==> config.mk <==
export PLATFORM = sky130hd
export DESIGN_NAME = load_store_unit
export DESIGN_NICKNAME = d
export VERILOG_FILES = /design/src/rtl/lsu_pkg.sv /design/src/rtl/lsu_align.sv /design/src/rtl/load_store_unit.sv
export SDC_FILE = /design/constraint.sdc
export NUM_CORES = 1
export LEC_CHECK = 0
export ABC_CLOCK_PERIOD_IN_PS = 4300
export CORE_UTILIZATION = 25
export DETAILED_ROUTE_END_ITERATION = 6
export SLEW_MARGIN = 10
export SYNTH_ARGS = -nofsm -noshare
export SYNTH_HDL_FRONTEND = slang
export SYNTH_SLANG_ARGS = --single-unit
==> constraint.sdc <==
create_clock -name clk -period 4.3 [get_ports clk]
set_input_delay 0.86 -clock clk [delete_from_list [all_inputs] [get_ports clk]]
set_output_delay 0.86 -clock clk [all_outputs]
set_load 0.005 [all_outputs]
==> src/rtl/lsu_pkg.sv <==
// lsu_pkg: size and state encodings shared by the load/store unit.
package lsu_pkg;
    typedef enum logic [1:0] {SZ_BYTE = 2'b00, SZ_HALF = 2'b01, SZ_WORD = 2'b10, SZ_ILL = 2'b11} size_e;
    typedef enum logic [2:0] {IDLE, ISSUE, CAPTURE, WRITE, DONE, ERR} state_e;
endpackage

==> src/rtl/lsu_align.sv <==
// lsu_align: lane extract/extend for loads, lane merge for stores, alignment check.
module lsu_align
    import lsu_pkg::*;
(
    input  logic [1:0]  size,
    input  logic [1:0]  lo,
    input  logic        uns,
    input  logic [31:0] rdata,
    input  logic [31:0] wdata,
    input  logic [1:0]  req_size,
    input  logic [1:0]  req_lo,
    output logic [31:0] load_val,
    output logic [31:0] merged,
    output logic        misaligned
);
    logic [4:0]  sh;
    logic [31:0] lane, mask;
    assign sh = (size == SZ_HALF) ? {lo[1], 4'b0} : {lo, 3'b0};
    assign lane = rdata >> sh;
    assign mask = (size == SZ_BYTE) ? 32'h0000_00ff : (size == SZ_HALF) ? 32'h0000_ffff : 32'hffff_ffff;
    assign load_val = (size == SZ_BYTE) ? {{24{~uns & lane[7]}}, lane[7:0]} :
                      (size == SZ_HALF) ? {{16{~uns & lane[15]}}, lane[15:0]} : rdata;
    assign merged = (rdata & ~(mask << sh)) | ((wdata & mask) << sh);
    assign misaligned = (req_size == SZ_ILL) || (req_size == SZ_HALF && req_lo[0]) ||
                        (req_size == SZ_WORD && req_lo != 2'b00);
endmodule

==> src/rtl/load_store_unit.sv <==
// load_store_unit: byte/half/word loads and stores over a word memory, RMW for sub-word stores.
// Define LSU_RANGE_CHECK_EN to reject addresses beyond the memory depth instead of wrapping.
module load_store_unit
    import lsu_pkg::*;
#(
    parameter int ADDR_W = 10
) (
    input  logic              clk,
    input  logic              reset,
    input  logic              cpu_req,
    input  logic              cpu_we,
    input  logic [1:0]        cpu_size,
    input  logic              cpu_unsigned,
    input  logic [31:0]       cpu_addr,
    input  logic [31:0]       cpu_wdata,
    output logic [31:0]       cpu_rdata,
    output logic              cpu_done,
    output logic              cpu_err,
    output logic              cpu_busy,
    output logic [ADDR_W-1:0] mem_address,
    output logic [31:0]       mem_writedata,
    output logic              mem_memread,
    output logic              mem_memwrite,
    input  logic [31:0]       mem_readdata
);
    state_e             state;
    logic               we_q, uns_q;
    logic [1:0]         size_q;
    logic [ADDR_W+1:0]  addr_q;
    logic [31:0]        wdata_q, merged_q, load_val, merged;
    logic               misaligned, bad, full_word;

    lsu_align u_align (
        .size(size_q), .lo(addr_q[1:0]), .uns(uns_q), .rdata(mem_readdata), .wdata(wdata_q),
        .req_size(cpu_size), .req_lo(cpu_addr[1:0]),
        .load_val(load_val), .merged(merged), .misaligned(misaligned)
    );

`ifdef LSU_RANGE_CHECK_EN
    assign bad = misaligned || (|cpu_addr[31:ADDR_W+2]);
`else
    logic unused_hi;
    assign unused_hi = |cpu_addr[31:ADDR_W+2];
    assign bad = misaligned;
`endif

    // Strobes depend only on state and latched request, so reset drops them at once.
    assign full_word     = we_q && size_q == SZ_WORD;
    assign cpu_busy      = state != IDLE;
    assign mem_address   = addr_q[ADDR_W+1:2];
    assign mem_writedata = (state == WRITE) ? merged_q : wdata_q;
    assign mem_memwrite  = (state == ISSUE && full_word) || state == WRITE;
    assign mem_memread   = state == ISSUE && !full_word;

    always_ff @(posedge clk or posedge reset) begin
        if (reset) begin
            state     <= IDLE;
            we_q      <= 1'b0;
            uns_q     <= 1'b0;
            size_q    <= 2'b00;
            addr_q    <= '0;
            wdata_q   <= '0;
            merged_q  <= '0;
            cpu_rdata <= '0;
            cpu_done  <= 1'b0;
            cpu_err   <= 1'b0;
        end else begin
            cpu_done <= 1'b0;
            cpu_err  <= 1'b0;
            case (state)
                IDLE: if (cpu_req) begin
                    we_q     <= cpu_we;
                    uns_q    <= cpu_unsigned;
                    size_q   <= cpu_size;
                    addr_q   <= cpu_addr[ADDR_W+1:0];
                    wdata_q  <= cpu_wdata;
                    state    <= bad ? ERR : ISSUE;
                    cpu_done <= bad;
                    cpu_err  <= bad;
                    if (bad) cpu_rdata <= '0;
                end
                ISSUE: begin
                    state    <= full_word ? DONE : CAPTURE;
                    cpu_done <= full_word;
                end
                CAPTURE: if (we_q) begin
                    merged_q <= merged;
                    state    <= WRITE;
                end else begin
                    cpu_rdata <= load_val;
                    state     <= DONE;
                    cpu_done  <= 1'b1;
                end
                WRITE: begin
                    state    <= DONE;
                    cpu_done <= 1'b1;
                end
                default: state <= IDLE;
            endcase
        end
    end
endmodule

==> results of run 1 <==
-- worst reg2reg max path, delay by kind of cell, from the launching register on --
family                 cells  cell delay [ns]
buffers and inverters      2             1.19
AO/OA/AOI/OAI              2             0.90
multiplexers               1             0.38
flip-flops                 1             0.32
-- power groups by stage --
stage | Clock [mW] | Sequential [mW] | Combinational (mW)
2_1_floorplan | 0 | 1.86 | 1.73
3_3_place_gp | 0 | 2.02 | 2.83
3_5_place_dp | 0 | 2.04 | 2.85
4_1_cts | 1.47 | 2.02 | 2.87
5_1_grt | 1.52 | 2.10 | 3.13
6_report | 1.44 | 2.03 | 2.84
-- cells by family (layout without fill, tap and decap cells) --
kind of cell | Yosys count | in the layout | synth area share (%)
flip-flops | 117 | 117 | 48.4
multiplexers | 68 | 68 | 12.2
buffers and inverters | 71 | 218 | 5.46
AND/OR/NAND/NOR | 225 | 225 | 15.9
AO/OA/AOI/OAI | 172 | 172 | 18.1
-- state kept, by name, summed over array words and instances (netlist names) --
signal and count:
state 3, cpu_err 1, merged_q 32, size_q 2
cpu_rdata 32, addr_q 12, wdata_q 32, cpu_done 1
we_q 1, uns_q 1
-- cell type report --
class	instances	area, sq um	share of cell area (%)
Sequential cell	117	2930	34.5
Multi-Input combinational cell	465	2820	33.2
Timing Repair Buffer	172	1710	20.1
Clock buffer	21	450	5.31
Tap cell	319	399	4.70
Clock inverter	11	133	1.56
Inverter	14	55.1	0.648
-- per-stage QoR --
stage | util [%] | hold slack, ns | area [sq um] | setup slack, ns | cells
global route | 36.0 | 0.495 | 8490 | 0.924 | 1119
CTS | 35.9 | 0.476 | 8490 | 1.02 | 1119
finish | 36.0 | 0.471 | 8490 | 1.03 | 1119
detailed placement | 33.5 | 0.461 | 7900 | 1.38 | 1087
floorplan | - | 0.447 | 6050 | 0.339 | 653
global placement | 33.5 | 0.460 | 7900 | 1.37 | 1087
-- synth_stat cells (4+ instances only) --
master	number
a21boi_0	8
a21oi_1	33
a221o_1	17
a31oi_1	9
a32o_1	8
buf_1	5
buf_4	10
clkbuf_1	36
dfrtp_1	117
inv_1	13
mux2_2	34
mux2i_1	33
nand2_1	146
nand2b_1	4
nand3_1	14
nor2_1	30
nor2b_1	4
nor3_1	10
nor4_1	7
o21a_1	8
o21ai_0	68
o22a_1	8
o22ai_1	8
-- worst max path at each step --
stage               slack (ns)                  endpoint  depth (start not counted)                 start
floorplan                 0.34     addr_q[0]$_DFFE_PP0P_                          1                 reset
global placement          1.37  cpu_rdata[7]$_DFFE_PP0P_                          6               cpu_req
detailed placement        1.38  cpu_rdata[7]$_DFFE_PP0P_                          6               cpu_req
CTS                       1.02         mem_writedata[31]                          4  state[2]$_DFFE_PP0N_
global route              0.92         mem_writedata[28]                          4  state[2]$_DFFE_PP0N_
finish                    1.03         mem_writedata[12]                          4  state[2]$_DFFE_PP0N_
-- metal layers --
layer | vias to the layer above | track usage (%) | routed length [um]
met3 | 20 | 4.11 | 1280
met1 | 2613 | 25.2 | 10100
met5 | - | 0 | 0
met4 | 0 | 4.25 | 256
met2 | 193 | 26.6 | 9490
li1 | 2555 | - | -
==> reports/metrics.cfg, run 1 <==
[setup_path]
cpPeakStageDelay_ns=0.50
end_kind=output port
rr_worst_depth=5
reg2reg_slack_ns=1.46
cp_max_fo=32
r2r-start=addr_q[0]$_DFFE_PP0P_
critPathTopFamily=buffers and inverters
path_buf_inv=2
worstReg2RegEnd=merged_q[20]$_DFFE_PP0P_
cp_slowest_cell=dfrtp_1
arrival_ns=2.41
crit_required_ns=3.44
path_class=reg -> out
worstPathCellList=nand3b_1, buf_4, mux2_2, clkdlybuf4s50_1
worst_setup_path_start_kind=register

[power_and_ir_drop]
p_int_mw=3.95
netSwitchingFraction_pct=37.4
power.switching_mw=2.36
ir_drop_mv=0.256
pwr-share-clk_pct=22.8
power_frac_comb_pct=45.1
p_leak_nw=3.60
power_density_mw_per_mm2=743
total_power_mw=6.31
seqPwrFrac_pct=32.1

[synthesis]
syn_area_sq_mm=0.00605
yosysTopAreaCell=dfrtp_1
synth_seq_cells=117
synth_warnings=0
async_flop_share_pct=100
syn-mean-instance-area_sq_um=9.27
synth_top_area_share_pct=48.4
synth.distinct_cells=39
ys_top_cells_by_area=dfrtp_1, nand2_1, mux2_2
ys.flop_type=dfrtp_1
synth_edf_count=0
synthCells=653
syn_nets=756
synth-seq-area-share_pct=48.4

[status]
outcome=completed

[floorplan]
dieArea_sq_mm=0.0248
rows=56
start_util_pct=25.6
die_h_um=158
die_w_um=158
core_sq_mm=0.0236
ios=182

[clock_network]
ctsHoldBuffers=0
cts_sinks=117
cts_buffer_depth=2
clkLatencyLatePin_ns=0.42
cts_buffers=17
cts.clk_slew.worst_paths_ns=0.05
cts_tree=built
cts.repair.resized=0
postCtsSetupBuffers=0
h-tree-depth=4
cts-root-buf=clkbuf_16

[drt]
num_vias=5381
wirelength_mm=21.1
wl_per_cell_um=18.9
via_per_inst=4.81
firstDrtPassIters=5
ant_nets=0
drc=0
drt_iter0_drc=365

[sta]
rsz0062_at_grt=false
finalCritPeriodShare_pct=76.0
clock_skew_ns=0.00774
tightest_slew_ns=0.997
fmax_ghz=0.306
setup_tns_ns=0
hold_viol=0
final-setup-viol-count=0
slew_violations=0
period_needed_ns=3.27
slew_headroom_pct=33.3

[placement]
place.gp.congestion=0.825
dp_hpwl_mm=15.0
port_buffers=161

[global_route]
grt_pass1_wl_mm=32.3
grt_max_degree=67
grt_overflow=0
antenna_found_initial=0
grt_usage_pct=17.6
grt_pass1_vias=5198

[run]
cap_violations=0

[cells_and_area]
layout_commonest_cell=clkdlybuf4s50_1
nets=890
n_antenna_cell=0
area_delta_synth_final_pct=40.3
drive_gt1_share_pct=10.9
nFillCells=2455
final_cell_mix=clkdlybuf4s50_1, nand2_1, dfrtp_1

[hold_path]
worstHoldEndpoint=addr_q[3]$_DFFE_PP0P_
hold_start=addr_q[3]$_DFFE_PP0P_
hold_depth=2
min_path_type=reg -> reg

(Power assumes the default switching activity.)
==> inputs of run 2 (changes only) <==
--- a/config.mk
+++ b/config.mk
@@ -5,7 +5,7 @@
 export SDC_FILE = /design/constraint.sdc
 export NUM_CORES = 1
 export LEC_CHECK = 0
-export ABC_CLOCK_PERIOD_IN_PS = 4300
+export ABC_CLOCK_PERIOD_IN_PS = 2900
 export CORE_UTILIZATION = 25
 export DETAILED_ROUTE_END_ITERATION = 6
 export SLEW_MARGIN = 10
==> constraint.sdc (replaced) <==
create_clock -name clk -period 2.9 [get_ports clk]
set_input_delay 0.58 -clock clk [delete_from_list [all_inputs] [get_ports clk]]
set_output_delay 0.58 -clock clk [all_outputs]
set_load 0.005 [all_outputs]
==> reports/metrics.cfg, run 2 (synthesis gave the netlist of run 1 again) <==
[status]
outcome=completed

[drt]
highest_layer=met4
via_per_inst=4.86  ; +1.1%
wl_per_cell_um=18.9  ; about the same
wirelength_mm=21.2  ; +0.68%
wl_met3_mm=1.43  ; +12%
num_vias=5472  ; +1.7%
ant_nets=0  ; unchanged
drc=0  ; unchanged
wl_met2_mm=9.80  ; +3.2%
drt_iter0_drc=560  ; +53%
firstDrtPassIters=5  ; unchanged
met1_length_mm=9.90  ; -1.7%

[floorplan]
ios=182  ; unchanged
start_util_pct=25.6  ; unchanged
die_w_um=158  ; unchanged
rows=56  ; unchanged
core_sq_mm=0.0236  ; unchanged
dieArea_sq_mm=0.0248  ; unchanged
die_h_um=158  ; unchanged

[cells_and_area]
drive_gt1_share_pct=11.9  ; +1.0 points
area_delta_synth_final_pct=41.9
final_util_pct=36.4  ; +0.41 points
final_cell_mix=clkdlybuf4s50_1, nand2_1, dfrtp_1
layout_commonest_cell=clkdlybuf4s50_1
nets=898  ; +0.90%
ff_latch_area_sq_mm=0.00293  ; about the same
top_regs=cpu_rdata (32), merged_q (32), wdata_q (32)
n_antenna_cell=0  ; unchanged
postLayoutCellArea_sq_mm=0.00859  ; +1.1%
nFillCells=2427  ; -1.1%
multi_input_area_sq_mm=0.00282  ; about the same

[clock_network]
cts.clk_slew.worst_paths_ns=0.06  ; about the same
ctsHoldBuffers=0  ; unchanged
h-tree-depth=4  ; unchanged
postCtsSetupBuffers=0  ; unchanged
clkLatencyLatePin_ns=0.43  ; about the same
cts_tree=built
cts_buffer_depth=2  ; unchanged
cts.repair.resized=0  ; unchanged
cts-root-buf=clkbuf_16
cts_buffers=17  ; unchanged
cts_sinks=117  ; unchanged

[sta]
hold_ws_ns=0.474  ; +0.00259 ns
clock_skew_ns=0.0191  ; +0.0114 ns
setup_tns_ns=0  ; unchanged
finalCritPeriodShare_pct=97.4
rsz0062_at_grt=false
slew_violations=0  ; unchanged
period_needed_ns=2.82
slew_headroom_pct=17.5  ; -16 points
final-setup-viol-count=0  ; unchanged
fmax_ghz=0.354
tightest_slew_ns=1.23  ; +0.235 ns
hold_viol=0  ; unchanged

[setup_path]
crit_required_ns=2.32  ; -1.12 ns
reg2reg_slack_ns=0.47  ; -0.99 ns
worst_setup_path_start_kind=register
end_kind=output port
worstReg2RegEnd=cpu_rdata[25]$_DFFE_PP0P_
rr_worst_depth=3  ; -2
r2r-start=state[2]$_DFFE_PP0N_
arrival_ns=2.24  ; -0.17 ns
path_class=reg -> out
cp_max_fo=32  ; unchanged

[global_route]
grt_usage_pct=17.6  ; about the same
grt_pass1_vias=5220  ; +0.42%
grt_pass1_wl_mm=32.2  ; -0.34%
grt_max_degree=118  ; +76%
grt_overflow=0  ; unchanged
antenna_found_initial=0  ; unchanged

[power_and_ir_drop]
netSwitchingFraction_pct=37.4  ; -0.077 points
seqPwrFrac_pct=31.5  ; -0.6 points
power_density_mw_per_mm2=1100  ; +49%
pwr-share-clk_pct=22.7  ; about the same
power.switching_mw=3.54  ; +50%
p_leak_nw=3.64  ; +1.1%
power_frac_comb_pct=45.8  ; +0.7 points
total_power_mw=9.49  ; +50%
ir_drop_mv=0.416  ; +63%
p_int_mw=5.94  ; +51%

[placement]
place.gp.congestion=0.830  ; +0.63%
port_buffers=161  ; unchanged
dpl_cell_area_sq_mm=0.00799  ; +1.1%
dp_hpwl_mm=14.8  ; -1.2%

[hold_path]
hold_start=addr_q[6]$_DFFE_PP0P_
hold_depth=2  ; unchanged
min_path_type=reg -> reg
worstHoldEndpoint=addr_q[6]$_DFFE_PP0P_

[run]
cap_violations=0  ; unchanged

[run 2: area by class of cell]
class                      count  share of cell area [%]
sequential                   117                    34.1
tap                          319                    4.65
inverter                      14                   0.656
timing repair buffer         180                    20.9
multi-input combinational    465                    32.8
clock buffer                  23                    5.80
clock inverter                 8                    1.14
[run 2: per-stage QoR]
| step | setup slack, ns | cells |
|---|---|---|
| final | 0.0765 | 1126 |
| after global routing | 0.00410 | 1126 |
| after CTS | 0.0734 | 1126 |
| after detailed placement | 0.345 | 1095 |
| after global placement | 0.356 | 1095 |
| after floorplan | 0.893 | 653 |
[run 2: how the worst max path moves through the flow]
stage	from	end
2_1_floorplan	reset	addr_q[0]$_DFFE_PP0P_
3_3_place_gp	cpu_req	cpu_rdata[18]$_DFFE_PP0P_
3_5_place_dp	cpu_req	cpu_rdata[21]$_DFFE_PP0P_
4_1_cts	state[2]$_DFFE_PP0N_	mem_writedata[14]
5_1_grt	state[2]$_DFFE_PP0N_	mem_writedata[26]
6_report	state[2]$_DFFE_PP0N_	mem_writedata[14]
[run 2: power groups by stage]
| stage | clock (mW) | sequential, mW | combinational [mW] |
|---|---|---|---|
| floorplan | 0 | 2.76 | 2.56 |
| global placement | 0 | 2.98 | 4.31 |
| CTS | 2.21 | 2.98 | 4.39 |
| detailed placement | 0 | 2.99 | 4.36 |
| finish | 2.16 | 2.99 | 4.34 |
| global route | 2.28 | 3.09 | 4.75 |
[run 2: critical path, cell delays in order (launching register included)]
cell	delay [ns]
dfrtp_1	0.51
nand3b_1	0.21
buf_12	0.22
mux2_2	0.40
clkdlybuf4s50_1	0.45
[run 2: layer usage]
metal / track usage, % / vias to the layer above
met3: 4.57 / 10
li1: - / 2575
met5: 0 / -
met4: 3.65 / 0
met2: 27.2 / 202
met1: 24.6 / 2685
